--- src/rtl/bist_scan_sequencer_if.sv ---
// ----------------------------------------------------------------------------
// bist_scan_sequencer_if
// Groups the run control and self-test strobes of bist_scan_sequencer.
//   master : test controller side (drives start/abort/sig_in, observes strobes)
//   slave  : sequencer side (observes start/abort/sig_in, drives strobes)
// Signals:
//   start      run request
//   abort      cancel the run (only when BIST_ABORT_EN is defined)
//   sig_in     MISR signature
//   bist_mode  test-mode mux select (1 = LFSR drives circuit inputs)
//   scan_en    scan shift enable
//   lfsr_load  LFSR seed reload strobe
//   lfsr_en    LFSR advance
//   misr_clr   MISR clear strobe
//   misr_en    MISR compaction enable
//   busy       run in progress
//   bist_end   run complete, result valid
//   pass_fail  1 = signature matched
// Optional feature macro: BIST_ABORT_EN
// ----------------------------------------------------------------------------
interface bist_scan_sequencer_if #(
    parameter int SIG_W = 3
);
    logic             start;
`ifdef BIST_ABORT_EN
    logic             abort;
`endif
    logic [SIG_W-1:0] sig_in;
    logic             bist_mode;
    logic             scan_en;
    logic             lfsr_load;
    logic             lfsr_en;
    logic             misr_clr;
    logic             misr_en;
    logic             busy;
    logic             bist_end;
    logic             pass_fail;

`ifdef BIST_ABORT_EN
    modport master (output start, abort, sig_in,
                    input  bist_mode, scan_en, lfsr_load, lfsr_en, misr_clr,
                           misr_en, busy, bist_end, pass_fail);
    modport slave  (input  start, abort, sig_in,
                    output bist_mode, scan_en, lfsr_load, lfsr_en, misr_clr,
                           misr_en, busy, bist_end, pass_fail);
`else
    modport master (output start, sig_in,
                    input  bist_mode, scan_en, lfsr_load, lfsr_en, misr_clr,
                           misr_en, busy, bist_end, pass_fail);
    modport slave  (input  start, sig_in,
                    output bist_mode, scan_en, lfsr_load, lfsr_en, misr_clr,
                           misr_en, busy, bist_end, pass_fail);
`endif
endinterface

--- src/rtl/bist_scan_sequencer.sv ---
// ----------------------------------------------------------------------------
// bist_scan_sequencer
// Pattern-counted BIST schedule: INIT, N_PATTERNS x (CHAIN_LEN shifts +
// 1 capture), CHAIN_LEN-cycle unload, signature compare, DONE.
// Ports:
//   i_clk    clock, rising edge
//   i_rst_n  synchronous active-low reset
//   io_bus   bist_scan_sequencer_if.slave (run control, strobes, result)
// Optional feature macro: BIST_ABORT_EN (adds abort; cancels an active run)
// All strobes are Moore-decoded from state; pass_fail is a register.
// ----------------------------------------------------------------------------
module bist_scan_sequencer #(
    parameter int               CHAIN_LEN  = 4,
    parameter int               N_PATTERNS = 8,
    parameter int               SIG_W      = 3,
    parameter logic [SIG_W-1:0] GOLDEN_SIG = 3'b101
) (
    input logic                   i_clk,
    input logic                   i_rst_n,
    bist_scan_sequencer_if.slave  io_bus
);
    localparam int CW = (CHAIN_LEN  > 1) ? $clog2(CHAIN_LEN)  : 1;
    localparam int PW = (N_PATTERNS > 1) ? $clog2(N_PATTERNS) : 1;

    typedef enum logic [2:0] {
        S_IDLE, S_INIT, S_SHIFT, S_CAPTURE, S_UNLOAD, S_COMPARE, S_DONE
    } state_t;

    state_t          r_state, w_next;
    logic [CW-1:0]   r_shift_cnt;
    logic [PW-1:0]   r_pat_cnt;
    logic            r_pass_fail;
    logic            w_bist_mode, w_scan_en, w_lfsr_load, w_lfsr_en;
    logic            w_misr_clr, w_misr_en, w_busy, w_bist_end;
    logic            w_abort;
    logic            w_shift_last, w_pat_last;

`ifdef BIST_ABORT_EN
    assign w_abort = io_bus.abort & w_busy;
`else
    assign w_abort = 1'b0;
`endif

    assign w_shift_last = (r_shift_cnt == CW'(CHAIN_LEN - 1));
    assign w_pat_last   = (r_pat_cnt   == PW'(N_PATTERNS - 1));

    always_ff @(posedge i_clk) begin
        if (!i_rst_n) r_state <= S_IDLE;
        else          r_state <= w_next;
    end

    always_comb begin
        w_next      = r_state;
        w_bist_mode = 1'b0;
        w_scan_en   = 1'b0;
        w_lfsr_load = 1'b0;
        w_lfsr_en   = 1'b0;
        w_misr_clr  = 1'b0;
        w_misr_en   = 1'b0;
        w_bist_end  = 1'b0;
        case (r_state)
            S_IDLE: if (io_bus.start) w_next = S_INIT;
            S_INIT: begin
                w_lfsr_load = 1'b1;
                w_misr_clr  = 1'b1;
                w_bist_mode = 1'b1;
                w_next      = S_SHIFT;
            end
            S_SHIFT: begin
                w_scan_en   = 1'b1;
                w_bist_mode = 1'b1;
                w_lfsr_en   = 1'b1;
                w_misr_en   = 1'b1;
                if (w_shift_last) w_next = S_CAPTURE;
            end
            S_CAPTURE: begin
                w_bist_mode = 1'b1;
                w_lfsr_en   = 1'b1;
                w_misr_en   = 1'b1;
                w_next      = w_pat_last ? S_UNLOAD : S_SHIFT;
            end
            S_UNLOAD: begin
                // LFSR frozen: only the last capture is shifted out
                w_scan_en   = 1'b1;
                w_bist_mode = 1'b1;
                w_misr_en   = 1'b1;
                if (w_shift_last) w_next = S_COMPARE;
            end
            S_COMPARE: begin
                w_bist_mode = 1'b1;
                w_next      = S_DONE;
            end
            S_DONE: begin
                w_bist_end = 1'b1;
                // held start must not relaunch; wait for it to drop
                if (!io_bus.start) w_next = S_IDLE;
            end
            default: w_next = S_IDLE;
        endcase
        if (w_abort) w_next = S_IDLE;
    end

    assign w_busy = (r_state != S_IDLE) && (r_state != S_DONE);

    always_ff @(posedge i_clk) begin
        if (!i_rst_n) begin
            r_shift_cnt <= '0;
            r_pat_cnt   <= '0;
            r_pass_fail <= 1'b0;
        end else if (w_abort) begin
            r_shift_cnt <= '0;
            r_pat_cnt   <= '0;
            r_pass_fail <= 1'b0;
        end else begin
            case (r_state)
                S_INIT: begin
                    r_shift_cnt <= '0;
                    r_pat_cnt   <= '0;
                    r_pass_fail <= 1'b0;
                end
                // shift counter is shared by the shift and unload bursts
                S_SHIFT, S_UNLOAD:
                    r_shift_cnt <= w_shift_last ? '0 : r_shift_cnt + 1'b1;
                S_CAPTURE:
                    if (!w_pat_last) r_pat_cnt <= r_pat_cnt + 1'b1;
                S_COMPARE:
                    r_pass_fail <= (io_bus.sig_in == GOLDEN_SIG);
                default: ;
            endcase
        end
    end

    assign io_bus.bist_mode = w_bist_mode;
    assign io_bus.scan_en   = w_scan_en;
    assign io_bus.lfsr_load = w_lfsr_load;
    assign io_bus.lfsr_en   = w_lfsr_en;
    assign io_bus.misr_clr  = w_misr_clr;
    assign io_bus.misr_en   = w_misr_en;
    assign io_bus.busy      = w_busy;
    assign io_bus.bist_end  = w_bist_end;
    assign io_bus.pass_fail = r_pass_fail;
endmodule

--- src/flat_wrapper.sv ---
// flat-port wrapper written by rule: the top's interface ports become plain ports
module bist_scan_sequencer_flat 
#(
    parameter int               CHAIN_LEN  = 4,
    parameter int               N_PATTERNS = 8,
    parameter int               SIG_W      = 3,
    parameter logic [SIG_W-1:0] GOLDEN_SIG = 3'b101
)
  (i_clk, i_rst_n, io_bus_start, io_bus_sig_in, io_bus_bist_mode, io_bus_scan_en, io_bus_lfsr_load, io_bus_lfsr_en, io_bus_misr_clr, io_bus_misr_en, io_bus_busy, io_bus_bist_end, io_bus_pass_fail);
  bist_scan_sequencer_if #(.SIG_W(SIG_W)) io_bus_i ();
  input logic i_clk;
  input logic i_rst_n;
  input wire logic [$bits(io_bus_i.start)-1:0] io_bus_start;
  input wire logic [$bits(io_bus_i.sig_in)-1:0] io_bus_sig_in;
  output wire logic [$bits(io_bus_i.bist_mode)-1:0] io_bus_bist_mode;
  output wire logic [$bits(io_bus_i.scan_en)-1:0] io_bus_scan_en;
  output wire logic [$bits(io_bus_i.lfsr_load)-1:0] io_bus_lfsr_load;
  output wire logic [$bits(io_bus_i.lfsr_en)-1:0] io_bus_lfsr_en;
  output wire logic [$bits(io_bus_i.misr_clr)-1:0] io_bus_misr_clr;
  output wire logic [$bits(io_bus_i.misr_en)-1:0] io_bus_misr_en;
  output wire logic [$bits(io_bus_i.busy)-1:0] io_bus_busy;
  output wire logic [$bits(io_bus_i.bist_end)-1:0] io_bus_bist_end;
  output wire logic [$bits(io_bus_i.pass_fail)-1:0] io_bus_pass_fail;
  assign io_bus_i.start = io_bus_start;
  assign io_bus_i.sig_in = io_bus_sig_in;
  assign io_bus_bist_mode = io_bus_i.bist_mode;
  assign io_bus_scan_en = io_bus_i.scan_en;
  assign io_bus_lfsr_load = io_bus_i.lfsr_load;
  assign io_bus_lfsr_en = io_bus_i.lfsr_en;
  assign io_bus_misr_clr = io_bus_i.misr_clr;
  assign io_bus_misr_en = io_bus_i.misr_en;
  assign io_bus_busy = io_bus_i.busy;
  assign io_bus_bist_end = io_bus_i.bist_end;
  assign io_bus_pass_fail = io_bus_i.pass_fail;
  bist_scan_sequencer #(.CHAIN_LEN(CHAIN_LEN), .N_PATTERNS(N_PATTERNS), .SIG_W(SIG_W), .GOLDEN_SIG(GOLDEN_SIG)) u_core (.i_clk(i_clk), .i_rst_n(i_rst_n), .io_bus(io_bus_i));
endmodule
--- config.mk ---
export PLATFORM = sky130hd
export DESIGN_NAME = bist_scan_sequencer_flat
export DESIGN_NICKNAME = d
export VERILOG_FILES = /design/src/rtl/bist_scan_sequencer_if.sv /design/src/rtl/bist_scan_sequencer.sv /design/src/flat_wrapper.sv
export SDC_FILE = /design/constraint.sdc
export NUM_CORES = 1
export LEC_CHECK = 0
export BUFFER_PORTS_ARGS = -buffer_cell sky130_fd_sc_hd__buf_4
export CAP_MARGIN = 10
export CELL_PAD_IN_SITES_DETAIL_PLACEMENT = 0
export CELL_PAD_IN_SITES_GLOBAL_PLACEMENT = 1
export CORE_MARGIN = 4
export CORE_UTILIZATION = 40
export DETAILED_ROUTE_END_ITERATION = 8
export PLACE_DENSITY = 0.92
export SYNTH_ARGS = -nofsm -noshare
export SYNTH_HDL_FRONTEND = slang
export SYNTH_SLANG_ARGS = --single-unit
--- constraint.sdc ---
create_clock -name i_clk -period 2.7 [get_ports i_clk]
set_clock_uncertainty 0.2 [all_clocks]
set_input_delay 0.405 -clock i_clk [delete_from_list [all_inputs] [get_ports i_clk]]
set_output_delay 0.405 -clock i_clk [all_outputs]
set_load 0.1 [all_outputs]
* Yosys cells after proc, flatten, opt, wreduce, memory -nomap -nowiden
Cells that the tools add are included.
Operators by class: add/subtract/negate cells 2, equality and inequality tests 15, mux-type cells 17, reduce and logical (&&, ||, !) cells 12
Operators by type and width (count):
- one-hot mux 3 bit (7 select lines) | 1
- 2-to-1 mux 3 bit | 6
- == test 3 bit, second input constant | 5
- == test 3 x 2 -> 1 bit, second input constant | 2
- 2-to-1 mux 1 bit | 6
- inequality test 2 bit, second input constant | 3
- one-hot mux 3 bit (2 select lines) | 1
- nonzero test 2 bit | 3
- OR reduction 5 bit | 1
- inequality test 2 x 1 -> 1 bit, second input constant | 2
- one-hot mux 2 bit (2 select lines) | 1
- AND reduction 4 bit | 1
- OR reduction 2 bit | 2
- adder 3 x 1 -> 3 bit, second input constant | 1
- == test 3 x 1 -> 1 bit, second input constant | 1
- zero test 3 bit | 1
- inequality test 3 bit, second input constant | 1
- nonzero test 3 bit | 1
- OR reduction 3 bit | 1
- adder 2 x 1 -> 2 bit, second input constant | 1
- == test 2 bit, second input constant | 1
- 2-to-1 mux 2 bit | 1
- one-hot mux 1 bit (2 select lines) | 1
- AND reduction 2 bit | 1
- logical AND 1 bit | 1
Word-level totals: bits in registers 9, input port bits 6, output and inout port bits 9

* Longest topological paths before layout
word-level depth 3, depth in mapped cells 5, gate-level depth less buffers 5

* Least setup slack after synthesis
OpenSTA, ideal clock, no wires.
kind register to output, start reg u_core.r_state[1], end out io_bus_misr_clr, data arrival time 2.403 ns, path slack -0.308 ns, cell stages (with the launch flop) 5, path buffers 3, cell sequence dfxtp_1 -> buf_4 -> buf_2 -> nor2_1 -> buf_4
Between the ends: cells in the longest elaborated chain, start to end 2
RTL lines:
- start, declared | line bist_scan_sequencer.sv:29 | state_t r_state, w_next;
- start signal, assigned | line bist_scan_sequencer.sv:49 | else r_state <= w_next;
- == test 3 x 1 -> 1 bit
- 2-to-1 mux 1 bit
- end, declared | line flat_wrapper.sv:19 | output wire logic [$bits(io_bus_i.misr_clr)-1:0] io_bus_misr_clr;
No other way between the ends.

* Final worst setup path
start reg u_core.r_state[1], end out io_bus_scan_en
Between the ends: cells in the longest elaborated chain, start to end 3, elaborated cells on any way between the ends 4, those cells by class eq/ne (2); mux (1); reduce/logical (1)
RTL lines:
- == test 3 x 2 -> 1 bit / == test 3 bit (equally long branches) | line bist_scan_sequencer.sv:61 | case (r_state)
- OR reduction 2 bit (no line) (*)
- 2-to-1 mux 1 bit (*) | line bist_scan_sequencer.sv:61
- end, declared | line flat_wrapper.sv:16 | output wire logic [$bits(io_bus_i.scan_en)-1:0] io_bus_scan_en;
Mark *: on every way between the ends. The rest lies on a longest branch, timed or not.

==> impl_results.md <==
- Outcome: finished, final reports clean
- Transition time of the tightest slew-check pin: 0.647 ns
- Netlist Area Pre-Place: approximately 650 sq um
- Max Fclk: between 400 and 500 MHz
- Number of iterations in the first detailed-routing pass: 3
- Mean routed wirelength per cell: 11.6 um
- Total routed wire length on the met1 layer: 594 um
- Count of cells along the worst hold path: 3
- Critical path start-end classification: reg -> out
- Total via count after detailed routing: 564
- Chip width: 48.2 um
- Number of enable flip-flop cells after synthesis: 0
- Layout Nets: around 100
- Crit start category: flop
- Minimum clock period after layout: 2.36 ns
- Post-CTS Setup Bufs: 0
- CTS sink cnt: 9
- TritonCTS clock tree: yes
- Drt first-iter violations: 6
- Endpoint arrival time on the critical path: 1.76 ns
- RSZ-0062 raised after global routing: no
- Post-Synthesis Cells: 80
- Starting utilization of the core area: 42.4%
- Sequential share of the synthesized area: 27.9%
- Fraction of layout instances using a drive strength above 1: 25.3%
- H-tree depth: 1
- Inst Count DP: 103
- Cell Pwr Density: 509 nW/um^2
- Share of flip-flops with an asynchronous set or reset: 0%
- Syn_nets: 89
- Resized cells post-CTS: 0
- Standard cell core area: 1520 sq um
- Maximum fanout encountered on the critical timing path: 21
- Number of antenna violations at the first check in global routing: 0
- Accumulated negative setup slack: 0 ns
- Detailed placer's ending HPWL: 902 um
- Total track usage: 11.8%
- Clock slew seen by the registers of the worst setup and hold paths: 0.07 ns
- Maximum number of pins on one net before global-route repair: 22
- Endpoints failing setup: 0
- Routed length on met3: roughly 73 um
- Period utilisation layout: between 80 and 90%
- Leakage Power: 0.320 nW
- FP Rows: 14
- Final Wtd Congestion: 0.760
- I/O pin count: 15
- Area added between synthesis and finish: 17.8%
- Setup slack after layout: 0.339 ns
- Utilization after layout: 50.0%
- Maximum buffer depth of the clock tree: 2
- Leading cell type by number of instances after synthesis: sky130_fd_sc_hd__dfxtp_1
- Area share of the largest cell type after synthesis: around 28%
- Final antenna diode count: 0
- Kind of path behind the tightest hold check: in -> reg
- Number of hold violations in the final report: 0
- Per-instance average area after synthesis: 8.09 sq um
- Buffer cell driving the clock tree root: sky130_fd_sc_hd__clkbuf_4
- Number of library cell types mapped by synthesis: 34
- Latest clock arrival within the worst-skew pair: 0.26 ns
- Total of max-cap violations: 0
- TritonCTS Buffers: 3
- Number of warning messages in the yosys log: 0
- Number of global-route vias before repair: 450
- Detailed Route WL: 1.24 mm
- Height of the die: 48.2 um
- Final-report max-slew violation count: 0
- Headroom to the max-slew limit: 56.8%
- Top_reg_cell synth: sky130_fd_sc_hd__dfxtp_1
- Number of DRC violations after detailed routing: 0
- Commonest cells post-synth: sky130_fd_sc_hd__dfxtp_1, sky130_fd_sc_hd__nor2_1, sky130_fd_sc_hd__nand2_1, sky130_fd_sc_hd__o21ai_0, sky130_fd_sc_hd__nand3_1
- Input/output buffers: 14
- Logic depth of the worst register-to-register path: 4
- Max IR drop VDD: 236 uV
- Die Outline Area: 2320 sq um
- Via density per instance: 5.27
- Cell Count, Final, Fillers Out: 107
- Met2 wire length: ~560 um
- Hold Buf Count CTS: 0
- Wire length of the first global-routing pass: 1.93 mm
- Number of routed nets with antenna violations: 0
- Setup slack at placement: 0.612 ns
- Cells taking the most area after synthesis: sky130_fd_sc_hd__dfxtp_1, sky130_fd_sc_hd__ha_1, sky130_fd_sc_hd__nor2_1
- Category of the worst setup path capture point: primary output
- Uppermost signal routing layer after detailed routing: met4
- Number of synthesized register bits: 9
- Required arrival time at the worst endpoint: 2.10 ns
- Global route overflow: 0
- Cell type with the highest aggregate area in the netlist: sky130_fd_sc_hd__dfxtp_1
## logic make-up (layout without fill, tap and decap cells)
kind of cell	count (synthesis)	count (layout)	share of synthesized area, %
and+or+nand+nor	37	37	34.4
AOI/OAI and AO/OA	20	20	19.9
DFF	9	9	27.9
buffers and inverters	9	20	8.70
adders and majority gates	4	4	7.35
muxes	1	1	1.74
## per-layer routing
layer / vias to the layer above / track usage, %
met2: 9 / 17.7
li1: 301 / -
met3: 2 / 3.32
met4: 0 / 4.84
met5: - / 0
met1: 252 / 15.8
## path summary, 6_finish.rpt
path	start	to	slack, ns
worst min register to register	u_core.io_bus.pass_fail	u_core.io_bus.pass_fail	0.26
worst max-delay path	u_core.r_state[1]	io_bus_scan_en	0.34
worst max register to register	u_core.r_state[2]	u_core.r_state[0]	1.06
worst min-delay path	i_rst_n	u_core.r_pat_cnt[0]	0.25
## final cells by class
class	instances	area [sq um]
tap	16	20.0
fill	146	762
sequential	9	180
inverter	1	3.75
clock buffer	4	26.3
multi-input combinational	62	419
timing repair buffer	15	113
## cells in the final DEF (no fill, tap or decap), types with 3 or more instances in the layout
cell	n
sky130_fd_sc_hd__buf_4	15
sky130_fd_sc_hd__dfxtp_1	9
sky130_fd_sc_hd__nor2_1	6
sky130_fd_sc_hd__nand2_1	5
sky130_fd_sc_hd__o21ai_0	5
sky130_fd_sc_hd__nand3_1	4
sky130_fd_sc_hd__nor2b_1	3
sky130_fd_sc_hd__nor3_1	3
sky130_fd_sc_hd__a21boi_1	3
sky130_fd_sc_hd__nor4b_1	3
sky130_fd_sc_hd__a21boi_0	3
sky130_fd_sc_hd__ha_1	3
sky130_fd_sc_hd__clkbuf_4	3
## worst max-delay path: stages, from the launching register on
cell and delay, ns:
sky130_fd_sc_hd__dfxtp_1 0.74, sky130_fd_sc_hd__nor2b_4 0.32, sky130_fd_sc_hd__nor2_1 0.07, sky130_fd_sc_hd__nor2_2 0.07, sky130_fd_sc_hd__buf_4 0.29
## report_power, final
group	internal, mW	switching [mW]
Clock	0.0570	0.0510
Sequential	0.138	0.0139
Combinational	0.0360	0.0922
## state kept, by name (all words and copies together), names as in the netlist
register                 count
u_core.io_bus.pass_fail      1
u_core.r_pat_cnt             3
u_core.r_shift_cnt           2
u_core.r_state               3
## per-stage QoR
step / power, mW / hold slack (ns) / instance area, sq um
after floorplan: 0.262 / 0.247 / 656
after global placement: 0.281 / 0.242 / 736
after detailed placement: 0.283 / 0.254 / 736
after CTS: 0.390 / 0.250 / 762
after global routing: 0.403 / 0.259 / 762
final: 0.388 / 0.254 / 762
(Power assumes the default switching activity.)
